===== src/rtl/nonce_dispatcher.sv =====
// nonce_dispatcher: hands a nonce range out to a hashing core one nonce per
// accepted handshake, then collects winning nonces into a small FIFO and
// releases them as rate-limited golden_nonce pulses.
// Optional feature macro: NONCE_STATS_EN adds the hashes_done counter output.
module nonce_dispatcher #(
  parameter int unsigned PIPE_LAT   = 65,
  parameter int unsigned FIFO_DEPTH = 4,
  parameter int unsigned GAP_CYCLES = 16
) (
  input  logic        hash_clk,
  input  logic        reset,
  input  logic        new_work,
  input  logic [31:0] nonce_min,
  input  logic [31:0] nonce_max,
  input  logic        core_ready,
  output logic [31:0] nonce_out,
  output logic        nonce_valid,
  input  logic        hash_valid,
  input  logic        hash_hit,
  input  logic [31:0] hash_nonce,
  output logic [31:0] golden_nonce,
  output logic        new_golden_nonce,
  output logic        busy,
  output logic        job_done,
  output logic        fifo_overflow
`ifdef NONCE_STATS_EN
  ,
  output logic [31:0] hashes_done
`endif
);

  localparam int unsigned DW = (PIPE_LAT > 1) ? $clog2(PIPE_LAT) : 1;
  localparam int unsigned FW = $clog2(PIPE_LAT + 1);
  localparam int unsigned GW = $clog2(GAP_CYCLES + 1);
  localparam int unsigned AW = (FIFO_DEPTH > 1) ? $clog2(FIFO_DEPTH) : 1;
  localparam int unsigned CW = $clog2(FIFO_DEPTH + 1);

  typedef enum logic [1:0] {
    S_IDLE,
    S_RUN,
    S_DRAIN,
    S_DONE
  } state_t;

  state_t        state;
  logic [31:0]   max_r;
  logic [DW-1:0] drain_cnt;

  logic [FW-1:0] flush_cnt;
  logic [GW-1:0] gap_cnt;
  logic [31:0]   mem [FIFO_DEPTH];
  logic [AW-1:0] rd_ptr;
  logic [AW-1:0] wr_ptr;
  logic [CW-1:0] fifo_cnt;

  logic hit_ok;
  logic fifo_full;
  logic pop;
  logic push;

  // Job FSM: nonce_out doubles as the issue counter, so it holds while core_ready=0
  always_ff @(posedge hash_clk) begin
    if (reset) begin
      state       <= S_IDLE;
      nonce_out   <= '0;
      nonce_valid <= 1'b0;
      busy        <= 1'b0;
      job_done    <= 1'b0;
      max_r       <= '0;
      drain_cnt   <= '0;
    end else if (new_work) begin
      nonce_out <= nonce_min;
      max_r     <= nonce_max;
      drain_cnt <= '0;
      if (nonce_min <= nonce_max) begin
        state       <= S_RUN;
        nonce_valid <= 1'b1;
        busy        <= 1'b1;
        job_done    <= 1'b0;
      end else begin
        state       <= S_DONE;
        nonce_valid <= 1'b0;
        busy        <= 1'b0;
        job_done    <= 1'b1;
      end
    end else begin
      case (state)
        S_RUN: begin
          if (core_ready) begin
            // Stop on the last nonce instead of incrementing, so FFFFFFFF never wraps to 0
            if (nonce_out == max_r) begin
              state       <= S_DRAIN;
              nonce_valid <= 1'b0;
            end else begin
              nonce_out <= nonce_out + 32'd1;
            end
          end
        end
        S_DRAIN: begin
          if (drain_cnt == DW'(PIPE_LAT - 1)) begin
            state    <= S_DONE;
            busy     <= 1'b0;
            job_done <= 1'b1;
          end else begin
            drain_cnt <= drain_cnt + 1'b1;
          end
        end
        default: ;
      endcase
    end
  end

  // Hit qualification and FIFO push/pop decisions
  always_comb begin
    hit_ok    = hash_valid & hash_hit & ~new_work & (flush_cnt == '0);
    fifo_full = (fifo_cnt == CW'(FIFO_DEPTH));
    pop       = (fifo_cnt != '0) & (gap_cnt == '0);
    push      = hit_ok & (~fifo_full | pop);
  end

  // Flush window, FIFO pointers, pulse pacing and sticky overflow
  always_ff @(posedge hash_clk) begin
    if (reset) begin
      flush_cnt        <= '0;
      gap_cnt          <= '0;
      rd_ptr           <= '0;
      wr_ptr           <= '0;
      fifo_cnt         <= '0;
      golden_nonce     <= '0;
      new_golden_nonce <= 1'b0;
      fifo_overflow    <= 1'b0;
    end else begin
      // Results still in flight from the previous job surface for PIPE_LAT cycles
      if (new_work) begin
        flush_cnt <= FW'(PIPE_LAT);
      end else if (flush_cnt != '0) begin
        flush_cnt <= flush_cnt - 1'b1;
      end

      new_golden_nonce <= pop;
      if (pop) begin
        golden_nonce <= mem[rd_ptr];
        rd_ptr       <= (rd_ptr == AW'(FIFO_DEPTH - 1)) ? '0 : rd_ptr + 1'b1;
        gap_cnt      <= GW'(GAP_CYCLES);
      end else if (gap_cnt != '0) begin
        gap_cnt <= gap_cnt - 1'b1;
      end

      if (push) begin
        wr_ptr <= (wr_ptr == AW'(FIFO_DEPTH - 1)) ? '0 : wr_ptr + 1'b1;
      end

      case ({push, pop})
        2'b10:   fifo_cnt <= fifo_cnt + 1'b1;
        2'b01:   fifo_cnt <= fifo_cnt - 1'b1;
        default: ;
      endcase

      if (hit_ok & fifo_full & ~pop) begin
        fifo_overflow <= 1'b1;
      end
    end
  end

  // FIFO storage write port
  always_ff @(posedge hash_clk) begin
    if (!reset && push) begin
      mem[wr_ptr] <= hash_nonce;
    end
  end

`ifdef NONCE_STATS_EN
  // Saturating count of accepted handshakes for the current job
  always_ff @(posedge hash_clk) begin
    if (reset || new_work) begin
      hashes_done <= '0;
    end else if (nonce_valid && core_ready && (hashes_done != '1)) begin
      hashes_done <= hashes_done + 32'd1;
    end
  end
`endif

endmodule

===== config.mk =====
export PLATFORM = sky130hd
export DESIGN_NAME = nonce_dispatcher
export DESIGN_NICKNAME = d
export VERILOG_FILES = /design/src/rtl/nonce_dispatcher.sv
export SDC_FILE = /design/constraint.sdc
export NUM_CORES = 1
export LEC_CHECK = 0
export CAP_MARGIN = 25
export CORE_MARGIN = 5
export CORE_UTILIZATION = 35
export DETAILED_ROUTE_END_ITERATION = 6
export PLACE_DENSITY = 0.52
export SLEW_MARGIN = 5
export SYNTH_ARGS = -nofsm -noshare
export SYNTH_HDL_FRONTEND = slang
export SYNTH_SLANG_ARGS = --single-unit

===== constraint.sdc =====
create_clock -name hash_clk -period 3.89 [get_ports hash_clk]
set_input_delay 0.778 -clock hash_clk [delete_from_list [all_inputs] [get_ports hash_clk]]
set_output_delay 0.778 -clock hash_clk [all_outputs]
set_load 0.005 [all_outputs]

==> impl_summary.md <==
Outcome
The flow ran to the end, and the final reports show no timing, DRC or antenna violations.

Clock network
The total number of H-tree levels is 1. The buffer count from post-CTS setup fixing is 0. In this run, post-CTS repair resized a total of 0 instances. No sink is reached through more buffers than the 3 on the longest clock path. The root buffer cell is sky130_fd_sc_hd__clkbuf_16. For this design, the CTS-stage hold fixing added 0 buffers. The CTS clock-pin slew for the worst setup and hold paths is 0.06 ns. Counting the buffers created by CTS gives 30.

The clock reaches the later pin of the worst-skew pair after 0.57 ns. Counting every sink on the clock net gives 257. The TritonCTS clock tree is yes.

Critical path
The critical path is of the reg -> reg type. Traced cell by cell, the critical path runs through xor2_1 > nor4_1 > nand4_2 > o211ai_2 > nor4_1 > or3_1. Of all nets on the critical path, the largest fanout is 11. Data arrives at the worst endpoint at 3.30 ns. The length in cells of the worst reg-to-reg path is 6. In this run the critical register-to-register path is launched from nonce_out[16]$_SDFFE_PP0P_. The worst setup path is launched from a register. The slack of the worst reg-to-reg path is 1.03 ns. The cell type with the highest occurrence count on the critical path is sky130_fd_sc_hd__nor4_1. Data on the critical path is required at its endpoint by 4.32 ns.

The worst setup path is captured at a register. The cell with the largest stage delay on the worst path is sky130_fd_sc_hd__o211ai_2. The launching element of the worst setup path is nonce_out[16]$_SDFFE_PP0P_.

The critical path's largest stage delay is 0.65 ns. The terminus of the critical flop-to-flop path is nonce_out[26]$_SDFFE_PP0P_.

Drt
For this run, design rule violations remaining after detail routing come to 0. The routed design has 30.9 mm of wire. The count of nets left with antenna violations after detail routing is 0.

After detailed routing, the average wire length per cell comes to 19.0 µm. The via density per instance is 5.05. The routed layout has 8203 vias. The DRC marker count from the first detailed-route iteration is 420. The number of search-and-repair iterations in the first detailed-routing pass is 5.

Timing
In the finished design, the share of the clock period the worst path needs comes to 0.736. After routing, the total negative slack on setup checks comes to 0 ns. The number of max-slew violations in the final report is 0. For the final database, setup skew stands at 0.0286 ns.

The number of setup violations in the final report is 0. For the finished layout, the period the worst path requires is 2.86 ns. At the pin with the least slew margin, the transition time is 0.978 ns. The final hold violation count is 0. The relative slew slack is 0.347. Derived from the worst setup path, the maximum achievable clock frequency is 0.349 GHz. Setup repair after global routing left no endpoint under its margin.

Pwr
After layout, the design draws a total of 7.48 mW. The power density over cell area is 509 nW/µm². The clock share of power is 0.357. The maximum VDD drop is 0.000340 V. The internal portion of the total power is 5.39 mW. Of the total power, combinational logic draws 0.211. Of the total power, the share spent switching nets is 0.280. Of the total power, registers draw 0.432. The leakage power total is 5.45 nW.

Summed over all nets, the switching power comes to 2.09 mW.

Die
The floorplan step defined a die boundary enclosing 36700 µm². 171 I/O pins were placed. The initial core utilization is 0.354. In this run the standard cell core region covers 32500 µm².

The height of the die is 191 µm. The overall die width is 191 µm. In this run the core area contains 66 standard-cell rows.

Yosys
The synthesized design contains 257 register bits. After synthesis, the share of flip-flops with an asynchronous set or reset is 0. The sequential cell area fraction in the yosys report is 0.557.

The netlist area before placement is 11500 µm². The number of different library cells used by synthesis comes to 69. By instance count, the leading cell after synthesis is sky130_fd_sc_hd__dfxtp_1. The Yosys step of the flow raised 0 warnings. The count of flip-flops with a built-in enable after synthesis is 128. Yosys attributes the largest share of cell area to sky130_fd_sc_hd__edfxtp_1, sky130_fd_sc_hd__dfxtp_1, sky130_fd_sc_hd__mux4_2. Among all flip-flop cells after synthesis, the most frequent one is sky130_fd_sc_hd__dfxtp_1.

Counting every instance in the synthesized netlist gives 986. The proportion of netlist area held by the largest area contributor is 0.333. The post-synthesis average cell area is 11.7 µm². Counting every net in the synthesized netlist gives 1133.

By count the netlist is led by sky130_fd_sc_hd__dfxtp_1, sky130_fd_sc_hd__edfxtp_1, sky130_fd_sc_hd__nand2_1. The post-synthesis cell type with the largest combined area is sky130_fd_sc_hd__edfxtp_1.

Global route
The number of global-route vias before repair is 8351. The wire length of the first global-routing pass is 47.6 mm. For this run, the total global-route usage over all layers was measured as 0.166.

The pin count of the biggest net entering global routing is 63. The initial antenna violation count is 3. The global-route congestion overflow total is 0.

Worst hold path
The path class of the tightest hold or removal check is reg -> reg. The startpoint of the lowest-slack hold path is golden_nonce[12]$_SDFFE_PP0P_. For hold timing, the worst endpoint is golden_nonce[12]$_SDFFE_PP0P_. The worst hold path passes through 2 cells.

Cells and area
The net count of the finished layout is 1304. The end-of-flow core utilization is 0.452. The number of filler instances in the final layout is 3102.

The share of post-route cells with drive strength above 1 is 0.0999. Relative to the synthesized area, the layout overhead comes to 27.6%.

Placed design
The count of input and output buffers is 170. At the end of routability-driven placement, the weighted congestion stood at 0.822. After legalization and detailed placement, the total HPWL measured 21.3 mm.

Job
Max-cap violations in this run came to 0.
==> cells in the final DEF (no fill, tap or decap), types with 14 or more instances in the layout <==
| cell type | instances |
|---|---|
| sky130_fd_sc_hd__a21oi_1 | 58 |
| sky130_fd_sc_hd__buf_4 | 14 |
| sky130_fd_sc_hd__clkbuf_16 | 30 |
| sky130_fd_sc_hd__clkdlybuf4s50_1 | 168 |
| sky130_fd_sc_hd__dfxtp_1 | 127 |
| sky130_fd_sc_hd__edfxtp_1 | 128 |
| sky130_fd_sc_hd__ha_1 | 44 |
| sky130_fd_sc_hd__inv_1 | 51 |
| sky130_fd_sc_hd__mux2i_1 | 37 |
| sky130_fd_sc_hd__mux4_2 | 32 |
| sky130_fd_sc_hd__nand2_1 | 111 |
| sky130_fd_sc_hd__nand3_1 | 32 |
| sky130_fd_sc_hd__nor2_1 | 73 |
| sky130_fd_sc_hd__o21ai_0 | 14 |
| sky130_fd_sc_hd__xor2_1 | 46 |
==> metrics by stage <==
| step | cells | hold WS [ns] | setup WS (ns) | cell area, µm² |
|---|---|---|---|---|
| global route | 1623 | 0.474 | 0.780 | 14700 |
| CTS | 1623 | 0.458 | 1.02 | 14700 |
| detailed placement | 1567 | 0.450 | 0.528 | 13800 |
| global placement | 1567 | 0.445 | 0.609 | 13800 |
| floorplan | 986 | 0.453 | 1.12 | 11500 |
| finish | 1625 | 0.452 | 1.03 | 14700 |
==> area by class of cell <==
class	instances	area, µm²	area share
Antenna cell	2	5.00	0.000340
Inverter	52	195	0.0133
Timing Repair Buffer	187	1870	0.127
Tap cell	442	553	0.0376
Sequential cell	257	6430	0.437
Multi-Input combinational cell	629	4700	0.320
Clock buffer	42	836	0.0568
Clock inverter	14	121	0.00825
==> cell families after synthesis <==
group                      Yosys count  share of synthesized area
and+or+nand+nor                    321                      0.140
DFF                                257                      0.557
AOI/OAI and AO/OA                  137                     0.0800
buffers and inverters              100                     0.0347
muxes                               69                     0.0946
xor gates and xnor gates            57                     0.0433
adders and majority gates           45                     0.0495
==> state kept, by name, summed over array words and instances (netlist names), 2 cells and up <==
| register | cells |
|---|---|
| golden_nonce | 32 |
| flush_cnt | 7 |
| mem | 128 |
| fifo_cnt | 3 |
| state | 2 |
| nonce_out | 32 |
| wr_ptr | 2 |
| gap_cnt | 5 |
| max_r | 32 |
| rd_ptr | 2 |
| drain_cnt | 7 |
==> critical path: cells and delay by family (launching register included) <==
family,cells,cell delay [ns]
XOR/XNOR,1,0.17
AO/OA/AOI/OAI,1,0.65
flip-flops,1,0.45
AND/OR/NAND/NOR,4,1.47
==> power by group through the flow <==
stage | registers (mW) | logic [mW] | clock network, mW
floorplan | 3.24 | 0.968 | 0
global placement | 3.28 | 1.59 | 0
detailed placement | 3.28 | 1.60 | 0
CTS | 3.23 | 1.61 | 2.75
global route | 3.26 | 1.76 | 2.86
finish | 3.23 | 1.58 | 2.67
==> layer usage <==
metal / up-vias / share of wire / GRT usage
met5: - / 0.00081 / 0
met4: 4 / 0.022 / 0.0378
met3: 48 / 0.054 / 0.0343
met2: 182 / 0.46 / 0.271
met1: 4014 / 0.46 / 0.228
li1: 3955 / - / -
==> worst max path at each step <==
| stage | endpoint | slack (ns) |
|---|---|---|
| after global routing | rd_ptr[0]$_SDFFE_PP0P_ | 0.78 |
| after global placement | busy$_SDFFE_PP0P_ | 0.61 |
| final | nonce_out[26]$_SDFFE_PP0P_ | 1.03 |
| after floorplan | mem[0][0]$_DFFE_PP_ | 1.12 |
| after detailed placement | busy$_SDFFE_PP0P_ | 0.53 |
| after CTS | nonce_out[26]$_SDFFE_PP0P_ | 1.02 |
Power figures use the tool's default switching activity.
